===== src/rtl/mult_div_unit.sv =====
// Iterative multiply/divide unit owning the HI/LO registers.
// One result bit per cycle: latch, WIDTH iterations, then a sign/fixup cycle.
module mult_div_unit #(
  parameter int WIDTH = 32
) (
  input  logic             clk,
  input  logic             rst_n,
  input  logic             start,
  input  logic [1:0]       op,
  input  logic [WIDTH-1:0] rs_content,
  input  logic [WIDTH-1:0] rt_content,
  input  logic             mthi,
  input  logic             mtlo,
  output logic             busy,
  output logic             done,
  output logic [WIDTH-1:0] hi,
  output logic [WIDTH-1:0] lo
);

  localparam logic [1:0] S_IDLE = 2'd0;
  localparam logic [1:0] S_RUN  = 2'd1;
  localparam logic [1:0] S_FIX  = 2'd2;
  localparam int CW = (WIDTH > 1) ? $clog2(WIDTH) : 1;

  logic [1:0]         state;
  logic [CW-1:0]      iter;
  logic [2*WIDTH-1:0] acc;
  logic [WIDTH-1:0]   mag_b;
  logic [WIDTH-1:0]   rs_orig;
  logic               is_div;
  logic               div_zero;
  logic               neg_q;
  logic               neg_r;

  logic [WIDTH:0]       add_sum;
  logic [WIDTH:0]       shifted;
  logic [WIDTH:0]       diff;
  logic                 sub_ok;
  logic [2*WIDTH-1:0]   acc_next;
  logic [2*WIDTH-1:0]   prod_fix;
  logic [WIDTH-1:0]     quo_fix;
  logic [WIDTH-1:0]     rem_fix;

  // 0x80000000 maps to unsigned 2^31, which fits the unsigned core as-is.
  function automatic logic [WIDTH-1:0] abs_val(input logic [WIDTH-1:0] x,
                                               input logic             sgn);
    return (sgn && x[WIDTH-1]) ? (~x + 1'b1) : x;
  endfunction

  function automatic logic [WIDTH-1:0] cond_neg(input logic [WIDTH-1:0] x,
                                                input logic             n);
    return n ? (~x + 1'b1) : x;
  endfunction

  function automatic logic [2*WIDTH-1:0] cond_neg2(input logic [2*WIDTH-1:0] x,
                                                   input logic               n);
    return n ? (~x + 1'b1) : x;
  endfunction

  assign busy = (state != S_IDLE);

  // acc holds {partial product high, multiplier} or {remainder, dividend/quotient}
  always_comb begin
    add_sum  = {1'b0, acc[2*WIDTH-1:WIDTH]} +
               (acc[0] ? {1'b0, mag_b} : {(WIDTH+1){1'b0}});
    shifted  = {acc[2*WIDTH-1:WIDTH], acc[WIDTH-1]};
    sub_ok   = (shifted >= {1'b0, mag_b});
    diff     = shifted - {1'b0, mag_b};
    acc_next = {add_sum, acc[WIDTH-1:1]};
    if (is_div)
      acc_next = {(sub_ok ? diff[WIDTH-1:0] : shifted[WIDTH-1:0]),
                  acc[WIDTH-2:0], sub_ok};
  end

  // Divide by zero reports all-ones quotient and the untouched dividend.
  always_comb begin
    prod_fix = cond_neg2(acc, neg_q);
    quo_fix  = div_zero ? {WIDTH{1'b1}} : cond_neg(acc[WIDTH-1:0], neg_q);
    rem_fix  = div_zero ? rs_orig : cond_neg(acc[2*WIDTH-1:WIDTH], neg_r);
  end

  always_ff @(posedge clk or negedge rst_n) begin
    if (!rst_n) begin
      state    <= S_IDLE;
      iter     <= '0;
      acc      <= '0;
      mag_b    <= '0;
      rs_orig  <= '0;
      is_div   <= 1'b0;
      div_zero <= 1'b0;
      neg_q    <= 1'b0;
      neg_r    <= 1'b0;
      done     <= 1'b0;
      hi       <= '0;
      lo       <= '0;
    end else begin
      done <= 1'b0;
      case (state)
        S_IDLE: begin
          if (start) begin
            state    <= S_RUN;
            iter     <= '0;
            acc      <= {{WIDTH{1'b0}}, abs_val(rs_content, ~op[0])};
            mag_b    <= abs_val(rt_content, ~op[0]);
            rs_orig  <= rs_content;
            is_div   <= op[1];
            div_zero <= (rt_content == '0);
            neg_q    <= ~op[0] & (rs_content[WIDTH-1] ^ rt_content[WIDTH-1]);
            neg_r    <= ~op[0] & rs_content[WIDTH-1];
          end else begin
            if (mthi) hi <= rs_content;
            if (mtlo) lo <= rs_content;
          end
        end
        S_RUN: begin
          acc  <= acc_next;
          iter <= iter + 1'b1;
          if (iter == CW'(WIDTH-1))
            state <= S_FIX;
        end
        S_FIX: begin
          if (is_div) begin
            hi <= rem_fix;
            lo <= quo_fix;
          end else begin
            hi <= prod_fix[2*WIDTH-1:WIDTH];
            lo <= prod_fix[WIDTH-1:0];
          end
          done  <= 1'b1;
          state <= S_IDLE;
        end
        default: state <= S_IDLE;
      endcase
    end
  end

endmodule


===== config.mk =====
export PLATFORM = sky130hd
export DESIGN_NAME = mult_div_unit
export DESIGN_NICKNAME = d
export VERILOG_FILES = /design/src/rtl/mult_div_unit.sv
export SDC_FILE = /design/constraint.sdc
export NUM_CORES = 1
export LEC_CHECK = 0
export CELL_PAD_IN_SITES_DETAIL_PLACEMENT = 1
export CELL_PAD_IN_SITES_GLOBAL_PLACEMENT = 1
export CORE_MARGIN = 1.5
export CORE_UTILIZATION = 30
export CTS_CLUSTER_SIZE = 20
export DETAILED_ROUTE_END_ITERATION = 7
export DONT_BUFFER_PORTS = 1
export GPL_TIMING_DRIVEN = 0
export PLACE_DENSITY = 0.61
export SLEW_MARGIN = 20
export SYNTH_ARGS = -nofsm -noshare
export SYNTH_HDL_FRONTEND = slang
export SYNTH_SLANG_ARGS = --single-unit

===== constraint.sdc =====
create_clock -name clk -period 3.55 [get_ports clk]
set_clock_uncertainty 0.2 [all_clocks]
set_input_delay 0.1775 -clock clk [delete_from_list [all_inputs] [get_ports clk]]
set_output_delay 0.1775 -clock clk [all_outputs]
set_load 0.005 [all_outputs]

Yosys cells after proc, flatten, opt, wreduce, memory -nomap -nowiden

Cells that the tools add are included.

Memory bits (writable): 0
Memory bits (read-only): 0
Latch bits: 0
Memories kept: 0
Bits of input ports: 71
Bits in registers: 204

Reduce and logical (&&, ||, !) cells: 12
Magnitude comparators: 1
Mux-type cells: 26
Bitwise gates (word level): 9
Div/mod/pow operators: 0
Add/subtract/negate cells: 8
Equality and inequality tests: 8
Shifts and indexed selects: 0
Multipliers: 0

Operators with widths:

| operator                                            | count |
|---|---|
| 2-to-1 mux 32 bit                                   | 14 |
| 2-to-1 mux 64 bit                                   | 3 |
| adder 32 x 1 -> 32 bit, second input constant       | 4 |
| inverter 32 bit                                     | 4 |
| case mux 32 bit (2 select lines)                    | 2 |
| case mux 64 bit (2 select lines)                    | 1 |
| adder 64 x 1 -> 64 bit, second input constant       | 1 |
| inverter 64 bit                                     | 1 |
| adder 32 x 32 -> 33 bit                             | 1 |
| greater-or-equal comparator 33 x 32 -> 1 bit        | 1 |
| zero test 32 bit                                    | 1 |
| subtractor 32 bit                                   | 1 |
| != test 2 bit, second input constant                | 5 |
| case mux 5 bit (2 select lines)                     | 1 |
| AND reduction 2 bit                                 | 3 |
| AND reduction 3 bit                                 | 2 |
| nonzero test 2 bit                                  | 3 |
| adder 5 x 1 -> 5 bit, second input constant         | 1 |
| equality test 5 bit, second input constant          | 1 |
| 2-to-1 mux 5 bit                                    | 1 |
| 2-to-1 mux 2 bit                                    | 2 |
| case mux 2 bit (2 select lines)                     | 1 |
| bitwise AND 1 bit                                   | 2 |
| equality test 2 x 1 -> 1 bit, second input constant | 1 |
| other kinds (6)                                     | 7 |

Depth between registers and ports, before layout

Gate-level depths: netlist of the first run.

Depth after elaboration: 6
Depth in mapped cells: 15

Least setup slack after synthesis of the first run

OpenSTA, ideal clock, no wires.

Path kind: register to register
Start: register acc[42]
End: register acc[33]
Setup slack: 0.194 ns
Arrival time: 3.038 ns
Setup time: 0.118 ns
Data required time: 3.232 ns
Cell stages (with the launch flop): 13
Cell sequence: dfrtp_1 -> ha_1 -> clkbuf_1 -> and3_1 -> nor2b_1 -> nand2_1 -> o22ai_1 -> a41oi_1 -> o31ai_2 -> buf_2 -> mux2i_1 -> a21oi_1 -> a21o_1

Word-level cells in the longest chain between the ends: 4

RTL lines:

| item                                         | line | source |
|---|---|---|
| from (decl)                                  | 27   | `logic [2*WIDTH-1:0] acc;` |
| from (signal assigned)                       | 103  | `acc <= {{WIDTH{1'b0}}, abs_val(rs_content, ~op[0])};` |
| from (signal assigned)                       | 116  | `acc <= acc_next;` |
| greater-or-equal comparator 33 x 32 -> 1 bit | 67   | `sub_ok = (shifted >= {1'b0, mag_b});` |
| 2-to-1 mux 32 bit                            | 71   | `acc_next = {(sub_ok ? diff[WIDTH-1:0] : shifted[WIDTH-1:0]),` |
| 2-to-1 mux 64 bit                            | 70   | `if (is_div)` |
| case mux 64 bit (2 select lines)             | 98   | `case (state)` |

Every way passes these cells.
A chain may end at the register's enable or synchronous reset.

Final worst setup path of the first run

Start: register acc[8]
End: register hi[22]

Word-level cells in the longest chain between the ends: 5

RTL lines:

| item                             | line | source |
|---|---|---|
| inverter 64 bit                  | 57   | `return n ? (~x + 1'b1) : x;` |
| adder 64 x 1 -> 64 bit           | 57   |  |
| 2-to-1 mux 64 bit                | 57   |  |
| 2-to-1 mux 32 bit                | 122  | `if (is_div) begin` |
| case mux 32 bit (2 select lines) | 98   |  |
| to (signal assigned)             | 111  | `if (mthi) hi <= rs_content;` |
| to (signal assigned)             | 123  | `hi <= rem_fix;` |
| to (signal assigned)             | 126  | `hi <= prod_fix[2*WIDTH-1:WIDTH];` |
| to (decl)                        | 16   | `output logic [WIDTH-1:0] hi,` |

Every way passes these cells.

==> impl_summary.log, run 1 <==
[metrics] element type at the critical path end: flip-flop
[metrics] pin count of the biggest net entering global routing: 205
[metrics] TritonCTS clock tree: done
[metrics] slew at the pin with the worst max-slew slack: 0.960 ns
[metrics] Tot GR Track Use: 27.0%
[metrics] final max-slew violation count: 0
[metrics] final cycle utilization of the critical path: 99.1%
[metrics] Chip Width: 237 µm
[metrics] global-route met1 utilization: 35.5%
[metrics] clock slew seen by the registers of the worst setup and hold paths: 0.06 ns
[metrics] insertion delay to the later sink of the worst-skew pair: 0.58 ns
[metrics] sequential cell fraction of total power: 22.3%
[metrics] run status: complete, but fails checks
[metrics] number of remaining DRC errors: 0
[metrics] area growth from synthesis to final layout: 22.4%
[metrics] count of flip-flops with a built-in enable after synthesis: 0
[metrics] overall via count from detail_route: 17400
[metrics] RSZ-0062 raised after global routing: yes
[metrics] share of post-route cells with drive strength above 1: 10.1%
[metrics] proportion of synthesized flip-flops having asynchronous set or reset: 100%
[metrics] final global-route overflow total: 0
[metrics] # Max-Cap Violations: 0
[metrics] final number of setup-violating endpoints: 0
[metrics] final hold slack: -0.902 ns
[metrics] met3 demand-to-capacity share in global routing: 3.99%
[metrics] average routed wire per standard cell: 25.8 µm
[metrics] number of buffers on the longest clock path: 3
[metrics] flops & latches, synth: 204
[metrics] Final #Nets: 2414
[metrics] I/O pin count: 137
[metrics] most used flip-flop cell after synthesis: dfrtp_1
[metrics] Seq/Total Area, Yosys: 31.1%
[metrics] P per Cell Area: 1100 mW/mm²
[metrics] maximum VDD drop: 0.395 mV
[metrics] met2 Usage GRT: 45.7%
[metrics] number of hold buffers added after CTS: 88
[metrics] Antenna Violating Nets Remaining: 0
[metrics] CP Max Fanout: 7
[metrics] Pleak: 8.08 nW
[metrics] Iteration-0 DRC Markers: 1295
[metrics] detailed-router iteration count before antenna repair: 5
[metrics] Int Pwr: 0.0108 W
[metrics] area after detailed placement: 0.0173 mm²
[metrics] CTS sink cnt: 204
[metrics] number of distinct library cells after synthesis: 78
[metrics] reg-to-reg slack, setup: 0.03 ns
[metrics] part of the power in combinational logic: 63.8%
[metrics] path type of the worst min-delay path: input port to async pin
[metrics] min Tclk post-route: 3.52 ns
[metrics] die area: 0.0561 mm²
[metrics] final design area excluding fillers: 0.0201 mm²
[metrics] layer carrying the most global-route usage: met2
[metrics] wire length of the first global-routing pass: 116 mm
[metrics] Required @ worst endpoint: 3.80 ns
[metrics] number of global-route vias before repair: 17900
[metrics] Mapped Area: 0.0164 mm²
[metrics] Synth Net Count: 2270
[metrics] total count of hold-check failures in the final report: 205
[metrics] worst-case headroom to the max-slew limit: 35.8%
[metrics] Yosys warnings: 0
[metrics] final estimated routing congestion in global placement: 0.934
[metrics] number of antenna violations at the first check in global routing: 4
[metrics] via-per-instance ratio: 5.80
[metrics] average cell area after synthesis: 7.72 µm²
[metrics] input/output buffers: 0
[metrics] detailed placer's ending HPWL: 57.2 mm
[metrics] Die Span Y: 237 µm
[metrics] Layout Utilization: 37.3%
[metrics] switching fraction of total power: 51.1%
[metrics] number of fillers in the final layout: 6497
[metrics] clock buffers created by TritonCTS: 28
[metrics] core region area: 0.0539 mm²
[metrics] net switching power: 0.0113 W
[metrics] f_max: 284 MHz
[metrics] category of the most critical setup path: flip-flop to flip-flop
[metrics] effective utilization at floorplan: 30.5%
[metrics] type of origin of the critical path: flip-flop
[metrics] total number of H-tree levels: 1
[metrics] violations in the final reports: hold timing
[metrics] total detailed-routing wirelength: 77.3 mm
[metrics] data arrival time at the worst-slack endpoint: 3.76 ns
[metrics] power share of the clock group: 13.9%
[metrics] CTS Root Buffer Type: clkbuf_16
[metrics] cell row count: 85
[metrics] post-synthesis instance total: 2127
## area by class of cell
type / count / area [µm²] / area share [%]
Antenna cell: 3 / 7.51 / 0.0374
Inverter: 74 / 278 / 1.38
Clock buffer: 36 / 802 / 3.99
Tap cell: 696 / 871 / 4.33
Sequential cell: 204 / 5130 / 25.5
Multi-Input combinational cell: 1696 / 11000 / 54.9
Buffer: 138 / 588 / 2.93
Timing Repair Buffer: 129 / 1190 / 5.93
Clock inverter: 16 / 201 / 1.00
## synthesized netlist by cell type (50+ instances only)
| cell type | instances | share of area (%) |
|---|---|---|
| xnor2_1 | 109 | 5.8 |
| nor2_1 | 142 | 3.2 |
| o21ai_0 | 239 | 7.3 |
| a21oi_1 | 158 | 4.8 |
| nand2_1 | 327 | 7.5 |
| ha_1 | 70 | 5.3 |
| dfrtp_1 | 204 | 31 |
| inv_1 | 72 | 1.6 |
| xor2_1 | 51 | 2.7 |
| nand3_1 | 50 | 1.5 |
| mux2i_1 | 56 | 3.4 |
| clkbuf_1 | 127 | 2.9 |
## kinds of logic (layout without fill, tap and decap cells)
family | Yosys count | count (layout) | share of synthesized area (%)
and+or+nand+nor | 704 | 704 | 19.7
buffers and inverters | 227 | 393 | 5.29
adders and majority gates | 72 | 72 | 5.58
muxes | 61 | 61 | 3.76
other | 0 | 3 | 0
AOI/OAI and AO/OA | 699 | 699 | 26.1
DFF | 204 | 204 | 31.1
xor gates and xnor gates | 160 | 160 | 8.53
## sequential cells by signal, indices dropped and copies added, names as in the netlist
register  cells
rs_orig      32
hi           32
neg_q         1
neg_r         1
state         2
iter          5
div_zero      1
lo           32
done          1
is_div        1
mag_b        32
acc          64
## per-stage QoR
step / hold slack, ns / TNS [ns] / worst slack (ns) / power (W) / instances
detailed placement: -0.308 / -55.53 / -1.38 / 0.0173 / 2824
global route: -0.918 / -0.269 / -0.0562 / 0.0237 / 2991
CTS: -0.925 / 0 / 0.000596 / 0.0212 / 2972
floorplan: -0.318 / 0 / 0.194 / 0.0132 / 2127
finish: -0.902 / 0 / 0.0325 / 0.0222 / 2992
global placement: -0.310 / -55.29 / -1.35 / 0.0169 / 2823
## power groups by stage
stage | sequential [W] | combinational, W | clock [W]
2_1_floorplan | 0.00430 | 0.00886 | 0
3_3_place_gp | 0.00487 | 0.0120 | 0
3_5_place_dp | 0.00491 | 0.0124 | 0
4_1_cts | 0.00489 | 0.0132 | 0.00314
5_1_grt | 0.00509 | 0.0154 | 0.00321
6_report | 0.00495 | 0.0141 | 0.00308
## metal layers
metal,wire [µm],up-vias
met5,13,-
met1,34100,8794
met3,4230,122
met2,36500,517
li1,-,7933
met4,2390,2
## final timing paths
path | depth (start not counted) | endpoint | start
max in group asynchronous | 0 | acc[58] | rst_n
min in group clk | 6 | acc[26] | rs_content[22]
hold / removal | 0 | lo[10] | rst_n
setup / recovery | 10 | hi[22] | acc[8]
hold reg to reg | 2 | mag_b[7] | mag_b[7]
setup reg to reg | 10 | hi[22] | acc[8]
## layout by cell type (no fill, tap or decap), drive strengths merged, types with 70 or more instances in the layout
cell,count
nand2,327
o21ai,246
dfrtp,204
a21oi,159
clkbuf,151
nor2,142
xnor2,109
dlygate4sd3,88
inv,74
ha,70
## what timing repair did
item / 4_1_cts / 5_1_grt
endpoints found under the hold margin: 365 / 204
gates resized for setup: 65 / 89
setup buffers: 16 / 24
pin swaps: 11 / 27
endpoints found under the setup margin: 67 / 63
## worst max-delay path: stages (launching register included)
cell and delay (ns):
dfrtp_2 0.43, or4_4 0.59, nor4_4 0.35, nand4_1 0.17, buf_4 0.18, or3_4 0.36
buf_8 0.15, or4_4 0.42, o21a_1 0.20, o221ai_2 0.23, nand3_1 0.11
No activity file was read; power rests on OpenSTA's default activity.
==> inputs of run 2 (changes only) <==
Settings changed: CORE_UTILIZATION 30 to 44, PLACE_DENSITY 0.61 to 0.82.
==> run 2 against run 1 <==
Effect of this change: the flow finishes with violations (hold timing, setup timing); setup slack lost 0.12 ns; sequential cell count unchanged; routed wire length fell by 1.3%; non-clock buffer count decreased by 7; critical path depth up 4; hold slack worse by 0.025 ns; cell area fell by 2.0%; via count up 4.2%; die area decreased by 31%; first-iteration DRC count increased by 14%; sequential power is essentially flat.
==> impl_summary.log, run 2 (same netlist as run 1, synthesis figures left out) <==
[metrics] run status: complete, but fails checks (unchanged)
[metrics] violations in the final reports: hold timing, setup timing (was hold timing)
[metrics] final number of setup-violating endpoints: 1 (was 0)
[metrics] pin count of the biggest net entering global routing: 205 (unchanged)
[metrics] number of global-route vias before repair: 18700 (was 17900)
[metrics] wire length of the first global-routing pass: 114 mm (was 116 mm)
[metrics] commonest non-fill, non-tap cell in the layout: nand2_1 (unchanged)
[metrics] CP Max Fanout: 10 (was 7)
[metrics] CTS Root Buffer Type: clkbuf_16 (unchanged)
[metrics] data arrival time at the worst-slack endpoint: 3.84 ns (was 3.76 ns)
[metrics] category of the most critical setup path: flip-flop to flip-flop (unchanged)
[metrics] total number of H-tree levels: 1 (unchanged)
[metrics] total count of hold-check failures in the final report: 206 (was 205)
[metrics] number of remaining DRC errors: 0 (unchanged)
[metrics] detailed placer's ending HPWL: 53.9 mm (was 57.2 mm)
[metrics] Final Instance Count excl. Fillers: 2759 (was 2992)
[metrics] f_max: 275 MHz (was 284 MHz)
[metrics] Buffers & Inverters on Critical Path: 3 (was 2)
[metrics] number of antenna violations at the first check in global routing: 6 (was 4)
[metrics] Antenna Violating Nets Remaining: 0 (unchanged)
[metrics] die area: 0.0385 mm² (was 0.0561 mm²)
[metrics] final cycle utilization of the critical path: 102% (was 99.1%)
[metrics] min Tclk post-route: 3.63 ns (was 3.52 ns)
[metrics] Iteration-0 DRC Markers: 1473 (was 1295)
[metrics] Tot GR Track Use: 38.7% (was 27.0%)
[metrics] area growth from synthesis to final layout: 20.0% (was 22.4%)
[metrics] # Max-Cap Violations: 0 (unchanged)
[metrics] Die Span Y: 196 µm (was 237 µm)
[metrics] Chip Width: 196 µm (was 237 µm)
[metrics] overall via count from detail_route: 18100 (was 17400)
[metrics] number of flip-flops under the largest register name: 64 (unchanged)
[metrics] maximum VDD drop: 0.511 mV (was 0.395 mV)
[metrics] P per Cell Area: 1120 mW/mm² (was 1100 mW/mm²)
[metrics] RSZ-0062 raised after global routing: yes (unchanged)
[metrics] final estimated routing congestion in global placement: 0.979 (was 0.934)
[metrics] total detailed-routing wirelength: 76.2 mm (was 77.3 mm)
[metrics] CTS sink cnt: 204 (unchanged)
[metrics] Required @ worst endpoint: 3.75 ns (was 3.80 ns)
[metrics] input/output buffers: 0 (unchanged)
[metrics] path type of the worst min-delay path: input port to async pin (unchanged)
[metrics] Layout Utilization: 53.7% (was 37.3%)
[metrics] number of hold buffers added after CTS: 87 (was 88)
[metrics] detailed-router iteration count before antenna repair: 5 (unchanged)
[metrics] core region area: 0.0367 mm² (was 0.0539 mm²)
[metrics] number of cells in the design after placement: 2595 (was 2824)
[metrics] worst-case headroom to the max-slew limit: 15.3% (was 35.8%)
[metrics] commonest cells after routing, fill and taps aside: nand2_1, o21ai_0, dfrtp_1 (unchanged)
[metrics] final max-slew violation count: 0 (unchanged)
[metrics] clock slew seen by the registers of the worst setup and hold paths: 0.07 ns (was 0.06 ns)
[metrics] average routed wire per standard cell: 27.6 µm (was 25.8 µm)
[metrics] final global-route overflow total: 0 (unchanged)
[metrics] type of origin of the critical path: flip-flop (unchanged)
[metrics] slowest stage cell on the critical path: dfrtp_2 (was or4_4)
[metrics] effective utilization at floorplan: 44.7% (was 30.5%)
[metrics] share of post-route cells with drive strength above 1: 9.24% (was 10.1%)
[metrics] maximum cell stage delay along the critical path: 0.46 ns (was 0.59 ns)
[metrics] Final #Nets: 2406 (was 2414)
[metrics] number of buffers on the longest clock path: 3 (unchanged)
[metrics] insertion delay to the later sink of the worst-skew pair: 0.60 ns (was 0.58 ns)
[metrics] cell row count: 70 (was 85)
[metrics] Cell Chain, Critical Path: inv_2 > buf_4 > nor2_1 > ha_1 > o211ai_1 > a21oi_4 > o2111ai_4 > a21oi_1 > a311oi_2 > buf_4 > o31ai_4 > a311o_1 > a31oi_1 > a31oi_1 (was or4_4 > nor4_4 > nand4_1 > buf_4 > or3_4 > buf_8 > or4_4 > o21a_1 > o221ai_2 > nand3_1)
[metrics] TritonCTS clock tree: done (unchanged)
[metrics] I/O pin count: 137 (unchanged)
[metrics] Pleak: 8.03 nW (was 8.08 nW)
[metrics] slew at the pin with the worst max-slew slack: 1.26 ns (was 0.960 ns)
[metrics] fin worst setup slack: -0.0842 ns (was 0.0325 ns)
[metrics] clock buffers created by TritonCTS: 27 (was 28)
[metrics] number of fillers in the final layout: 4445 (was 6497)
[metrics] kind of cell adding the most delay to the critical path: compound AO/OA/AOI/OAI gates (was simple AND/OR/NAND/NOR gates)
[metrics] largest register by flop count: acc (unchanged)
[metrics] final hold slack: -0.927 ns (was -0.902 ns)
[metrics] element type at the critical path end: flip-flop (unchanged)
[metrics] via-per-instance ratio: 6.56 (was 5.80)
==> run 2: cell types whose count changed in the layout (fill, tap and decap cells not counted), moves of 3 or more <==
cell	change
a21oi_1	+4
bufinv_16	+3
a21oi_2	-4
clkinv_2	-3
o21ai_2	-3
diode_2	+4
nor4_2	-3
nor4_1	+3
ha_2	+3
==> run 2: per-stage QoR <==
stage / setup TNS [ns] / total power, W / cell area [µm²] / setup WS (ns)
2_1_floorplan: 0 / 0.0132 / 16400 / 0.194
3_3_place_gp: -45.23 / 0.0165 / 17000 / -1.15
3_5_place_dp: -50.68 / 0.0170 / 17000 / -1.27
4_1_cts: 0 / 0.0209 / 19200 / 0.00672
5_1_grt: -0.420 / 0.0233 / 19700 / -0.127
6_report: -0.0842 / 0.0220 / 19700 / -0.0842
==> run 2: metal layers <==
layer / global-route usage, % / up-vias / share of wire (%)
met4: 21.0 / 2 / 6.5
met1: 46.6 / 9013 / 39
met3: 7.37 / 285 / 8.0
li1: - / 7906 / -
met5: 0 / - / 0.021
met2: 65.3 / 885 / 46
==> run 2: what timing repair did <==
item / in CTS / in global routing
gates resized for setup: 59 / 82
hold endpoints to repair: 362 / 204
setup endpoints to repair: 65 / 55
cloned: 0 / 0
pin swaps: 6 / 22
buffers inserted: 16 / 20
==> run 2: worst paths after layout <==
kind	from	endpoint	slack (ns)	cells past startpoint
hold reg to reg	rs_orig[12]	rs_orig[12]	0.29	2
max in group asynchronous	rst_n	acc[20]	3.47	0
setup reg to reg	acc[0]	acc[63]	-0.08	14
hold / removal	rst_n	lo[8]	-0.93	0
min in group clk	rs_content[22]	acc[26]	-0.03	6
setup / recovery	acc[0]	acc[63]	-0.08	14
==> run 2: area by class of cell <==
| cell class | instances | area, µm² | area share, % |
|---|---|---|---|
| timing repair buffer | 123 | 1150 | 5.85 |
| sequential | 204 | 5130 | 26.0 |
| clock inverter | 15 | 269 | 1.37 |
| buffer | 137 | 571 | 2.90 |
| inverter | 74 | 280 | 1.42 |
| antenna | 7 | 17.5 | 0.0889 |
| clock buffer | 35 | 746 | 3.79 |
| tap | 468 | 586 | 2.97 |
| multi-input combinational | 1696 | 10900 | 55.6 |
==> run 2: where the power goes <==
part	internal, W	switching (W)
registers	0.00351	0.00143
logic	0.00532	0.00859
clock network	0.00199	0.00120
==> run 2: worst register-to-register path: stages, from the launching register on <==
cell       delay, ns
dfrtp_2         0.46
inv_2           0.13
buf_4           0.18
nor2_1          0.08
ha_1            0.35
o211ai_1        0.36
a21oi_4         0.09
o2111ai_4       0.27
a21oi_1         0.15
a311oi_2        0.27
buf_4           0.19
o31ai_4         0.09
a311o_1         0.39
a31oi_1         0.18
a31oi_1         0.07
